File: config.mk
export PLATFORM = sky130hd
export DESIGN_NAME = draw_scheduler
export DESIGN_NICKNAME = d
export VERILOG_FILES = /design/src/rtl/draw_scheduler.sv
export SDC_FILE = /design/constraint.sdc
export NUM_CORES = 1
export LEC_CHECK = 0
export ABC_AREA = 1
export CAP_MARGIN = 20
export CORE_MARGIN = 2
export CORE_UTILIZATION = 40
export DETAILED_ROUTE_END_ITERATION = 10
export GPL_ROUTABILITY_DRIVEN = 0
export GPL_TIMING_DRIVEN = 1
export PLACE_DENSITY = 0.65
export SLEW_MARGIN = 10
export SYNTH_ARGS = -nofsm -noshare
export SYNTH_HDL_FRONTEND = slang
export SYNTH_SLANG_ARGS = --single-unit
File: constraint.sdc
create_clock -name clock -period 1.52 [get_ports clock]
set_input_delay 0.304 -clock clock [delete_from_list [all_inputs] [get_ports clock]]
set_output_delay 0.304 -clock clock [all_outputs]
set_load 0.01 [all_outputs]
File: src/rtl/draw_scheduler.sv
// draw_scheduler
//   Per-frame sequencer for the player / alien-group / laser draw engines.
//   On an accepted frame tick it starts each draw stage in index order and
//   waits for that stage's done (or a cycle timeout) before starting the next.
//   A latched fire-button press is delivered as a one-cycle fire pulse
//   immediately before the laser stage's start pulse.
//
// Ports
//   clock        : single clock, all logic on posedge
//   reset        : asynchronous, active-high
//   frame_tick   : one-cycle pulse per video frame
//   fire_btn     : synchronized fire button level
//   stage_done   : per-stage level done
//   stage_start  : one-hot, one-cycle start pulse per stage
//   fire         : one-cycle fire pulse to the laser stage
//   busy         : sequence in progress
//   cur_stage    : active stage index, 0 when idle
//   frame_count  : completed sequences, wraps 255 -> 0
//   overrun      : sticky, frame tick arrived while a sequence was running
//   timeout      : sticky, a stage failed to report done in time
module draw_scheduler #(
  parameter int unsigned NUM_STAGES     = 3,
  parameter int unsigned LASER_STAGE    = 2,
  parameter int unsigned FRAME_DIV      = 1,
  parameter int unsigned TIMEOUT_CYCLES = 65535
) (
  input  logic                  clock,
  input  logic                  reset,
  input  logic                  frame_tick,
  input  logic                  fire_btn,
  input  logic [NUM_STAGES-1:0] stage_done,
  output logic [NUM_STAGES-1:0] stage_start,
  output logic                  fire,
  output logic                  busy,
  output logic [1:0]            cur_stage,
  output logic [7:0]            frame_count,
  output logic                  overrun,
  output logic                  timeout
);

  typedef enum logic [1:0] {
    S_IDLE,
    S_FIRE,
    S_START,
    S_WAIT
  } state_t;

  localparam logic [1:0]  LAST_STAGE = 2'(NUM_STAGES - 1);
  localparam logic [1:0]  LASER_IDX  = 2'(LASER_STAGE);
  localparam logic [7:0]  DIV_LAST   = 8'(FRAME_DIV - 1);
  localparam logic [15:0] TO_LIMIT   = 16'(TIMEOUT_CYCLES);

  state_t      r_state;
  state_t      w_state_nx;
  logic [1:0]  r_cur_stage;
  logic [7:0]  r_div;
  logic [15:0] r_cnt;
  logic        r_fire_pending;
  logic        r_fire_btn_q;
  logic [7:0]  r_frame_count;
  logic        r_overrun;
  logic        r_timeout;

  logic        w_fire_rise;
  logic        w_done;
  logic        w_timed_out;
  logic        w_advance;
  logic        w_last;
  logic        w_accept;
  logic        w_launch;
  logic [1:0]  w_stage_nx;

  // Done of the active stage only; other stages' done levels are ignored.
  always_comb begin
    w_done = 1'b0;
    for (int unsigned i = 0; i < NUM_STAGES; i++) begin
      if (r_cur_stage == 2'(i)) begin
        w_done = stage_done[i];
      end
    end
  end

  assign w_fire_rise = fire_btn & ~r_fire_btn_q;
  assign w_timed_out = (r_cnt == TO_LIMIT);
  assign w_advance   = (r_state == S_WAIT) && (w_done || w_timed_out);
  assign w_last      = (r_cur_stage == LAST_STAGE);
  assign w_accept    = (r_state == S_IDLE) && frame_tick;
  assign w_launch    = w_accept && (r_div == DIV_LAST);
  assign w_stage_nx  = r_cur_stage + 2'd1;

  always_comb begin
    w_state_nx = r_state;
    case (r_state)
      S_IDLE: begin
        if (w_launch) begin
          w_state_nx = ((LASER_IDX == 2'd0) && r_fire_pending) ? S_FIRE : S_START;
        end
      end
      S_FIRE:  w_state_nx = S_START;
      S_START: w_state_nx = S_WAIT;
      S_WAIT: begin
        if (w_advance) begin
          if (w_last) begin
            w_state_nx = S_IDLE;
          end else if ((w_stage_nx == LASER_IDX) && r_fire_pending) begin
            w_state_nx = S_FIRE;
          end else begin
            w_state_nx = S_START;
          end
        end
      end
      default: w_state_nx = S_IDLE;
    endcase
  end

  // Outputs decode directly from registers so an asynchronous reset
  // silences them in the same instant.
  always_comb begin
    stage_start = '0;
    for (int unsigned i = 0; i < NUM_STAGES; i++) begin
      stage_start[i] = (r_state == S_START) && (r_cur_stage == 2'(i));
    end
  end

  assign fire        = (r_state == S_FIRE);
  assign busy        = (r_state != S_IDLE);
  assign cur_stage   = r_cur_stage;
  assign frame_count = r_frame_count;
  assign overrun     = r_overrun;
  assign timeout     = r_timeout;

  always_ff @(posedge clock or posedge reset) begin
    if (reset) begin
      r_state        <= S_IDLE;
      r_cur_stage    <= '0;
      r_div          <= '0;
      r_cnt          <= '0;
      r_fire_pending <= 1'b0;
      r_fire_btn_q   <= 1'b0;
      r_frame_count  <= '0;
      r_overrun      <= 1'b0;
      r_timeout      <= 1'b0;
    end else begin
      r_state      <= w_state_nx;
      r_fire_btn_q <= fire_btn;

      // A new press wins over the clear so a press during FIRE is not lost.
      if (w_fire_rise) begin
        r_fire_pending <= 1'b1;
      end else if (r_state == S_FIRE) begin
        r_fire_pending <= 1'b0;
      end

      if (frame_tick && (r_state != S_IDLE)) begin
        r_overrun <= 1'b1;
      end

      if (w_accept) begin
        r_div <= w_launch ? '0 : r_div + 8'd1;
      end

      if (w_launch) begin
        r_cur_stage <= '0;
      end

      if (r_state == S_START) begin
        r_cnt <= '0;
      end else if ((r_state == S_WAIT) && !w_advance) begin
        r_cnt <= r_cnt + 16'd1;
      end

      if (w_advance) begin
        if (!w_done) begin
          r_timeout <= 1'b1;
        end
        if (w_last) begin
          r_frame_count <= r_frame_count + 8'd1;
          r_cur_stage   <= '0;
        end else begin
          r_cur_stage <= w_stage_nx;
        end
      end
    end
  end

endmodule

**Word level (Yosys, flattened, before mapping)**

Index checks and enable logic that the tools add are counted.

- Bitwise operators: 3
- Reductions and logical operators: 21
- Equality and inequality tests: 9
- $add $sub $neg: 4
- Mux-type cells: 16

Operators by type and width:

| kind | number |
|---|---|
| 2-to-1 mux 16 bit | 2 |
| adder 16 x 1 -> 16 bit, second input constant | 1 |
| adder 8 x 1 -> 8 bit, second input constant | 2 |
| equality test 16 bit, second input constant | 1 |
| 2-to-1 mux 2 bit | 7 |
| logical AND 1 bit | 9 |
| equality test 2 bit, second input constant | 4 |
| logical NOT 8 bit | 1 |
| 2-to-1 mux 8 bit | 1 |
| one-hot mux 2 bit (4 select lines) | 1 |
| nonzero test 2 bit | 4 |
| AND reduction 2 bit | 3 |
| 2-to-1 mux 1 bit | 5 |
| equality test 2 x 1 -> 1 bit, second input constant | 2 |
| logical NOT 2 bit | 2 |
| inequality test 2 bit, second input constant | 2 |
| adder 2 x 1 -> 2 bit, second input constant | 1 |
| NOT 1 bit | 2 |
| AND 1 bit | 1 |
| logical NOT 1 bit | 1 |
| logical OR 1 bit | 1 |

- Bits of input ports: 7
- Flip-flop bits (word level): 40
- Output and inout port bits: 17

**Longest topological paths before layout**

Gate-level depths: netlist (run 1).

- Depth after elaboration: 10
- Depth in mapped cells: 10

**Worst setup path after synthesis (run 1)**

OpenSTA, ideal clock, no wires.

- Path type: register to register
- Start point: register r_cur_stage[0] (netlist: cur_stage[0])
- End point: register r_cur_stage[1] (netlist: cur_stage[1])
- Stages on the path, launching flop included: 11
- Setup slack: 46 ps
- Required time: 1402 ps
- Arrival: 1356 ps
- Cell sequence: dfrtp_1 -> buf_4 -> inv_1 -> nand3_1 -> nand3_4 -> inv_1 -> o21ai_2 -> buf_4 -> nand2_2 -> nand3_1 -> nand2_1

- Cells in the longest elaborated chain, start to end: 7
- Elaborated cells on any way between the ends: 12
- Those cells by class: add/sub (1); eq/ne (2); mux (5); reduce/logical (4)

RTL lines:

| what | RTL line | source |
|---|---|---|
| start: declaration | 55 | `logic [1:0] r_cur_stage;` |
| start signal: assignment | 180 | `r_cur_stage <= w_stage_nx;` |
| logical NOT 2 bit | 77 | `if (r_cur_stage == 2'(i)) begin` |
| 2-to-1 mux 1 bit (3 in a row) | 77 |  |
| logical OR 1 bit | 85 | `assign w_advance = (r_state == S_WAIT) && (w_done \|\| w_timed_out);` |
| logical AND 1 bit | 85 |  |
| 2-to-1 mux 2 bit / nonzero test 2 bit (equally long branches) | -- |  |

Parallel ways exist; a longest one is shown, timed or not.
A chain may end at the register's enable or synchronous reset.

**Final worst setup path (run 1)**

- Start point: register r_cur_stage[1] (netlist: cur_stage[1])
- End point: output stage_start[2]

- Cells in the longest elaborated chain, start to end: 2

RTL lines:

| what | RTL line | source |
|---|---|---|
| equality test 2 bit | 121 | `stage_start[i] = (r_state == S_START) && (r_cur_stage == 2'(i));` |
| logical AND 1 bit | 121 |  |
| end: declaration | 32 | `output logic [NUM_STAGES-1:0] stage_start,` |

No other way between the ends.

==> results.cfg, run 1 <==
[floorplan]
die_area_um2 = 6630
num_io_pins = 24
initial_core_util_pct = 41.0
die_y_um = 81.4
row_count = 28
core_area_um2 = 5850
die_w_um = 81.4

[layout]
syn2layout_area_growth_pct = 40.5
fin_nets = 402
drive_above_1_share_pct = 30.4
antenna_cells = 0

[synthesis]
yosys.area.top_type_share_pct = 41.7
synthTopCellsByArea = dfrtp_1 42%, nand2_1 14%, nand3_1 8.1%, inv_1 5.2%, nor2_1 4.2%
synthesis.nets = 321
synth-seq-cells = 40
syn-mean-instance-area_um2 = 7.74
synthFlopType = dfrtp_1
ys_seq_area_share_pct = 41.7
synth_commonest_cells = 88 x nand2_1, 40 x dfrtp_1, 39 x nand3_1
yosysUniqueCellTypes = 33
syn-instance-count = 310
yosysTopAreaCell = dfrtp_1
yosysWarnings = 0
synth.cell_area_um2 = 2400
synth_most_common_cell = nand2_1
async_reset_ff_share_pct = 100
synth_edf_count = 0

[route]
initialDrtViolationCount = 109
drcViolationCount = 0
via_per_inst = 4.95
wirelength_mm = 5.79
dr.pass1.iters = 4
via_count = 2308
ant_nets = 0
routedWlPerCell_um = 12.4

[sta]
tns_ps = -18.1
fmax_mhz = 650
min_period_ps = 1540
worst_slew_pin_slew_ps = 435
worst_slack_ps = -18.1
rsz0062_at_grt = true
maxSlewViolCount = 0
period_share_pct = 101
hold_slack_ps = 356
fin_worst_skew_ps = 11.9
hold_viol = 0
setup_viol = 1
maxSlewHeadroom_pct = 70.9

[clock_tree]
cts_root_buffer = clkbuf_8
clockBufferDepth = 2
ctsHtreeMaxLevel = 2
clkSinkCount = 40
cts_made_buffers = 5
cts_tree = yes
path_clk_slew_ps = 80
ctsHoldBuffers = 0
clkLatencyLatePin_ps = 290

[critical_path]
cp_max_fo = 4
slowest_delay_ps = 400
path_class = register to output port
cp_slowest_cell = dfrtp_2
worstPathRequired_ps = 1220
crit_chain = buf_6 > inv_4 > nor3_1 > buf_2
crit_arrival_ps = 1230
r2r_setup_slack_ps = 20
end_kind = output port
worst_setup_path_start_kind = register

[pwr]
p_comb_share_pct = 52.2
clkPwrFrac_pct = 17.2
p_sw_mw = 1.84
sw_frac_of_total_pct = 40.3
internal_power_mw = 2.72
p_per_area_nw_per_um2 = 1350
leakage_nw = 1.80
pwr-share-seq_pct = 30.6
peakVddDrop_mv = 0.930

[global_routing]
grt_pass1_vias = 2229
antenna_found_initial = 0
grt_start_max_net_pins = 41
gr-total-overflow = 0
track_usage_pct = 18.6
grt_pass1_wl_mm = 9.59

[place]
hpwl_mm = 3.94
portBuffers = 23

[run_status]
violations = setup timing
status = finished with violations

[run]
maxCapViolations = 0

[hold_path]
hold_class = input port to async pin
==> logic make-up (layout without fill, tap and decap cells) <==
logic type / after synthesis / count (layout) / synth area share [%]
xor gates and xnor gates: 15 / 15 / 5.48
adders and majority gates: 4 / 4 / 2.09
buffers and inverters: 41 / 122 / 7.41
AOI/OAI and AO/OA: 18 / 18 / 4.59
DFF: 40 / 40 / 41.7
and+or+nand+nor: 192 / 192 / 38.7
==> through the flow <==
stage                     power, mW  util (%)  setup WS [ps]  area [um2]  std cells
after floorplan                2.55         -           45.6        2400        310
after global placement         3.38      51.6           -140        3020        444
after detailed placement       3.42      51.6           -190        3020        444
after CTS                      4.28      54.0          -6.43        3160        455
after global routing           4.86      57.6           -110        3370        466
final                          4.55      57.6          -18.1        3370        466
==> path summary, 6_finish.rpt <==
kind,startpoint,to,cells past startpoint
min reg2reg,r_fire_btn_q,r_fire_pending,1
max in group asynchronous,reset,cur_stage[1],3
min,reset,r_cnt[2],3
min in group clock,r_fire_btn_q,r_fire_pending,1
max,cur_stage[1],stage_start[2],4
max reg2reg,cur_stage[1],r_cnt[0],8
==> registers in the layout, summed over array words and instances (netlist names) <==
name            count
r_cnt              16
frame_count         8
r_div               8
cur_stage           2
r_state             2
overrun             1
r_fire_btn_q        1
r_fire_pending      1
timeout             1
==> critical path, delay by kind of cell, from the launching register on <==
family	cells	cell delay, ps
buffers and inverters	3	340
flip-flops	1	400
AND/OR/NAND/NOR	1	210
==> metal layers <==
metal	vias to the layer above	global-route usage [%]	share of wire (%)
met5	-	0	0
met1	1098	22.9	45
met3	8	3.52	3.0
met4	0	7.12	1.4
li1	1168	-	-
met2	34	32.2	50
==> layout by cell type (no fill, tap or decap), types with 3 or more instances in the layout <==
cell type and count:
nand2_1 76, buf_4 52, dfrtp_1 37, nand3_1 35, inv_1 30, nor2_1 22, nand2_2 15, nand4_1 12
xor2_1 10, o21ai_0 10, nor3_1 7, clkbuf_8 7, clkdlybuf4s50_1 7, nor2_4 6, dlymetal6s2s_1 6, xnor2_1 5
buf_2 5, nand3_4 4, nor2_2 4, nand3_2 4, dlygate4sd2_1 4, buf_6 4, inv_2 3, ha_1 3
dfrtp_2 3, buf_12 3
==> power groups by stage <==
stage	clock, mW	sequential, mW	combinational, mW
2_1_floorplan	0	1.42	1.13
3_3_place_gp	0	1.41	1.96
3_5_place_dp	0	1.42	2.00
4_1_cts	0.796	1.38	2.11
5_1_grt	0.840	1.41	2.61
6_report	0.782	1.39	2.38
==> final cells by class <==
| class | instances | area [um2] |
|---|---|---|
| inverter | 34 | 130 |
| clock buffer | 7 | 96.3 |
| multi-input combinational | 229 | 1340 |
| tap | 75 | 93.8 |
| fill | 524 | 2480 |
| timing repair buffer | 81 | 701 |
| sequential | 40 | 1000 |
==> what timing repair did <==
action                                  in CTS  in global routing
pin swaps                                    1                 14
setup buffers                                4                 11
endpoints found under the setup margin      22                 39
gates resized for setup                     37                 39
hold endpoints to repair                     0                  0
Power figures use the tool's default switching activity.
==> run 2, diff against run 1 <==
--- a/config.mk
+++ b/config.mk
@@ -8,11 +8,10 @@
 export ABC_AREA = 1
 export CAP_MARGIN = 20
 export CORE_MARGIN = 2
-export CORE_UTILIZATION = 40
+export CORE_UTILIZATION = 37
 export DETAILED_ROUTE_END_ITERATION = 10
 export GPL_ROUTABILITY_DRIVEN = 0
-export GPL_TIMING_DRIVEN = 1
-export PLACE_DENSITY = 0.65
+export PLACE_DENSITY = 0.61
 export SLEW_MARGIN = 10
 export SYNTH_ARGS = -nofsm -noshare
 export SYNTH_HDL_FRONTEND = slang
==> results.cfg, run 2 (synthesis gave the netlist of run 1 again) <==
[critical_path]
r2r-start = cur_stage[0]
worst_setup_path_start_kind = register
path_class = register to register
rr_worst_depth = 10
r2r-end = r_cnt[15]
r2r_setup_slack_ps = -4
worstPathRequired_ps = 1700
crit_arrival_ps = 1710
cp_max_fo = 8
end_kind = register

[clock_tree]
clockBufferDepth = 2
ctsHtreeMaxLevel = 2
cts_tree = yes
cts_made_buffers = 5
clkSinkCount = 40
clkLatencyLatePin_ps = 300
cts_root_buffer = clkbuf_8
path_clk_slew_ps = 80

[route]
initialDrtViolationCount = 146
via_per_inst = 4.86
wirelength_mm = 5.75
dr.pass1.iters = 4
routedWlPerCell_um = 12.3
via_count = 2277
drcViolationCount = 0
ant_nets = 0

[run]
maxCapViolations = 0

[layout]
largest_reg_flops = 16
fin_nets = 402
syn2layout_area_growth_pct = 42.8
regMostFlops = r_cnt
antenna_cells = 0
fill_cells = 617
drive_above_1_share_pct = 31.4
final_common_cell = nand2_1
multi_input_area_um2 = 1360
fin_cells = 469
final_cell_mix = 81 x nand2_1, 46 x buf_4, 37 x dfrtp_1, 30 x inv_1, 30 x nand3_1
regArea_um2 = 1000

[sta]
min_period_ps = 1520
tns_ps = -3.63
worst_slack_ps = -3.63
rsz0062_at_grt = true
setup_viol = 1
fin_worst_skew_ps = 10.1
maxSlewHeadroom_pct = 71.7
fmax_mhz = 656
worst_slew_pin_slew_ps = 423
hold_viol = 0
period_share_pct = 100
maxSlewViolCount = 0

[pwr]
p_comb_share_pct = 52.2
p_sw_mw = 1.90
internal_power_mw = 2.97
sw_frac_of_total_pct = 39.1
pwr-share-seq_pct = 28.2
clkPwrFrac_pct = 19.7
leakage_nw = 1.79
peakVddDrop_mv = 0.993
p_per_area_nw_per_um2 = 1420

[global_routing]
use_met1_pct = 19.8
grt_util_met2_pct = 27.8
grt_start_max_net_pins = 41
gr-total-overflow = 0
grt_pass1_vias = 2183
grt_pass1_wl_mm = 9.38
busiest_layer = met2
use_met3_pct = 3.74
track_usage_pct = 16.0
antenna_found_initial = 0

[place]
hpwl_mm = 3.81
portBuffers = 23
dp.cells = 445

[floorplan]
die_w_um = 84.5
die_y_um = 84.5
row_count = 29
core_area_um2 = 6310
initial_core_util_pct = 38.0
num_io_pins = 24
die_area_um2 = 7140

[hold_path]
hold_class = input port to async pin

[run_status]
violations = setup timing
status = finished with violations
run 2: cell types whose count changed in the layout (fill, tap and decap cells not counted), sizes merged:
cell	delta
clkbuf	+1
buf	-1
bufinv	+1
run 2: what timing repair did:
item	CTS	global route
hold buffers	0	0
pin swaps	2	15
setup buffers	7	9
setup endpoints to repair	22	42
resized for setup	35	53
gates cloned	0	0
endpoints found under the hold margin	0	0
run 2: critical path, stage by stage (launching register included):
cell and delay (ps):
dfrtp_1 400, buf_6 130, inv_4 30, buf_6 110, nand3_4 60, nand3_4 110, nor2_4 190, nand2_8 100
buf_8 170, nand3_2 60, nand2_1 50
run 2: final cells by class:
class                      count  share of cell area, %
clock buffer                   7                   2.81
clock inverter                 1                  0.877
inverter                      34                   3.80
multi-input combinational    229                   39.6
sequential                    40                   29.3
tap                           77                   2.81
timing repair buffer          81                   20.8
run 2: per-stage QoR:
step                total power [mW]  hold slack [ps]  instance area (um2)  util (%)  worst slack [ps]
floorplan                       2.55              335                 2400         -              45.6
global placement                3.38              411                 3020      47.8              -141
detailed placement              3.40              422                 3020      47.8              -194
CTS                             4.54              366                 3220      51.1              -118
global route                    5.21              382                 3430      54.3             -86.5
finish                          4.87              352                 3430      54.3             -3.63
run 2: layer usage:
| layer | vias up | share of wire (%) | routed length, um |
|---|---|---|---|
| li1 | 1157 | - | - |
| met1 | 1081 | 45 | 2580 |
| met2 | 33 | 51 | 2920 |
| met3 | 6 | 3.3 | 192 |
| met4 | 0 | 1.0 | 60 |
| met5 | - | 0 | 0 |
run 2: worst max-delay path by stage:
stage	from	to	cells after the start
detailed placement	stage_done[2]	frame_count[3]	8
floorplan	cur_stage[0]	cur_stage[1]	10
global route	r_cnt[0]	frame_count[2]	8
CTS	cur_stage[1]	stage_start[1]	3
finish	cur_stage[0]	r_cnt[15]	10
global placement	stage_done[2]	frame_count[4]	8
run 2: power by group through the flow:
stage	Clock [mW]	Combinational [mW]	Sequential (mW)
after CTS	0.972	2.20	1.36
after global routing	1.03	2.78	1.40
final	0.958	2.54	1.37
after detailed placement	0	1.98	1.42
after floorplan	0	1.13	1.42
after global placement	0	1.96	1.41
==> run 3, diff against run 2 <==
--- a/config.mk
+++ b/config.mk
@@ -7,11 +7,10 @@
 export LEC_CHECK = 0
 export ABC_AREA = 1
 export CAP_MARGIN = 20
-export CORE_MARGIN = 2
 export CORE_UTILIZATION = 37
 export DETAILED_ROUTE_END_ITERATION = 10
 export GPL_ROUTABILITY_DRIVEN = 0
-export PLACE_DENSITY = 0.61
+export PLACE_DENSITY = 0.59
 export SLEW_MARGIN = 10
 export SYNTH_ARGS = -nofsm -noshare
 export SYNTH_HDL_FRONTEND = slang
==> constraint.sdc (replaced) <==
create_clock -name clock -period 1.8 [get_ports clock]
set_input_delay 0.36 -clock clock [delete_from_list [all_inputs] [get_ports clock]]
set_output_delay 0.36 -clock clock [all_outputs]
set_load 0.01 [all_outputs]
==> results.cfg, run 3 (synthesis gave the netlist of run 1 again) <==
[layout]
drive_above_1_share_pct = 11.6
fin_area_um2 = 2880
final_cell_mix = 88 x nand2_1, 39 x nand3_1, 39 x dfrtp_1, 33 x inv_1, 27 x nor2_1
syn2layout_area_growth_pct = 20.2
final_common_cell = nand2_1
fin_nets = 357
finalCoreUtilization_pct = 47.3
regMostFlops = r_cnt
antenna_cells = 0
largest_reg_flops = 16
fin_cells = 421

[route]
initialDrtViolationCount = 118
via_count = 2090
dr.pass1.iters = 4
drcViolationCount = 0
routedWlPerCell_um = 12.5
wirelength_mm = 5.28
via_per_inst = 4.96
ant_nets = 0

[global_routing]
grt_start_max_net_pins = 41
antenna_found_initial = 0
grt_pass1_wl_mm = 8.94
grt_pass1_vias = 1975
track_usage_pct = 17.4
gr-total-overflow = 0

[pwr]
peakVddDrop_mv = 0.729
p_comb_share_pct = 45.1
leakage_nw = 1.46
clkPwrFrac_pct = 17.7
p_sw_mw = 1.36
internal_power_mw = 1.87
sw_frac_of_total_pct = 42.1
total_power_mw = 3.23
pwr-share-seq_pct = 37.3
p_per_area_nw_per_um2 = 1120

[hold_path]
hold_class = input port to async pin

[critical_path]
r2r_setup_slack_ps = 160
worst_setup_path_start_kind = register
worstPathRequired_ps = 1440
crit_arrival_ps = 1380
path_class = register to output port
end_kind = output port
cp_max_fo = 6
rr_worst_depth = 9

[floorplan]
core_area_um2 = 6100
die_area_um2 = 6810
die_w_um = 82.5
num_io_pins = 24
initial_core_util_pct = 39.3
die_y_um = 82.5
row_count = 28

[sta]
fmax_mhz = 574
hold_slack_ps = 418
maxSlewHeadroom_pct = 70.2
worst_slew_pin_slew_ps = 446
fin_worst_skew_ps = 8.16
min_period_ps = 1740
hold_viol = 0
maxSlewViolCount = 0
tns_ps = 0
setup_viol = 0
worst_slack_ps = 57.7
period_share_pct = 96.8
rsz0062_at_grt = false

[place]
post_dp_cell_area_um2 = 2780
portBuffers = 23
hpwl_mm = 3.69
dpl_worst_slack_ps = 33.1
dp.cells = 412

[clock_tree]
clkLatencyLatePin_ps = 290
cts_tree = yes
ctsHtreeMaxLevel = 2
path_clk_slew_ps = 80
cts_made_buffers = 5
clockBufferDepth = 2
clkSinkCount = 40
ctsHoldBuffers = 0
cts_root_buffer = clkbuf_8

[run_status]
status = finished, final reports clean

[run]
maxCapViolations = 0
==> run 3: changes by cell type in the layout (fill, tap and decap cells not counted), moves of 3 or more <==
cell / delta
buf_4: -35
clkdlybuf4s50_1: +11
buf_6: -9
nand3_1: +9
nand2_1: +7
nand2_2: -7
nand3_2: -7
nor2_1: +7
dlymetal6s2s_1: -6
buf_2: -5
nor2_2: -5
inv_1: +3
==> run 3: timing repair <==
item / CTS / global route
cloned: 0 / 0
setup endpoints to repair: 6 / 9
setup buffers: 1 / 1
gates resized for setup: 6 / 3
==> run 3: final cells by class <==
type / instances / area (um2)
sequential: 40 / 1000
multi-input combinational: 229 / 1230
inverter: 34 / 128
fill: 633 / 3210
tap: 75 / 93.8
clock buffer: 6 / 72.6
timing repair buffer: 36 / 348
clock inverter: 1 / 5.00
==> run 3: path summary, 6_finish.rpt <==
path | from | endpoint
worst max-delay path | cur_stage[0] | cur_stage[0]
worst min-delay path | reset | r_cnt[8]
worst max register to register | cur_stage[1] | frame_count[1]
worst min register to register | r_fire_btn_q | r_fire_pending
max in group asynchronous | reset | cur_stage[0]
min in group clock | r_fire_btn_q | r_fire_pending
==> run 3: power by group through the flow <==
stage               registers, mW  logic, mW  clock network, mW
floorplan                    1.20      0.952                  0
global placement             1.22       1.41                  0
detailed placement           1.22       1.42                  0
CTS                          1.20       1.42              0.590
global route                 1.23       1.63              0.623
finish                       1.20       1.45              0.570
==> run 3: critical path, cell delays in order (launching register included) <==
cell and delay [ps]:
dfrtp_2 420, buf_4 140, clkdlybuf4s50_1 540
==> run 3: routing by layer <==
| layer | wire (um) | vias up | GRT usage, % |
|---|---|---|---|
| met4 | 87 | 0 | 6.03 |
| met3 | 136 | 7 | 2.86 |
| met1 | 2580 | 982 | 23.0 |
| li1 | - | 1071 | - |
| met5 | 0 | - | 0 |
| met2 | 2470 | 30 | 28.8 |
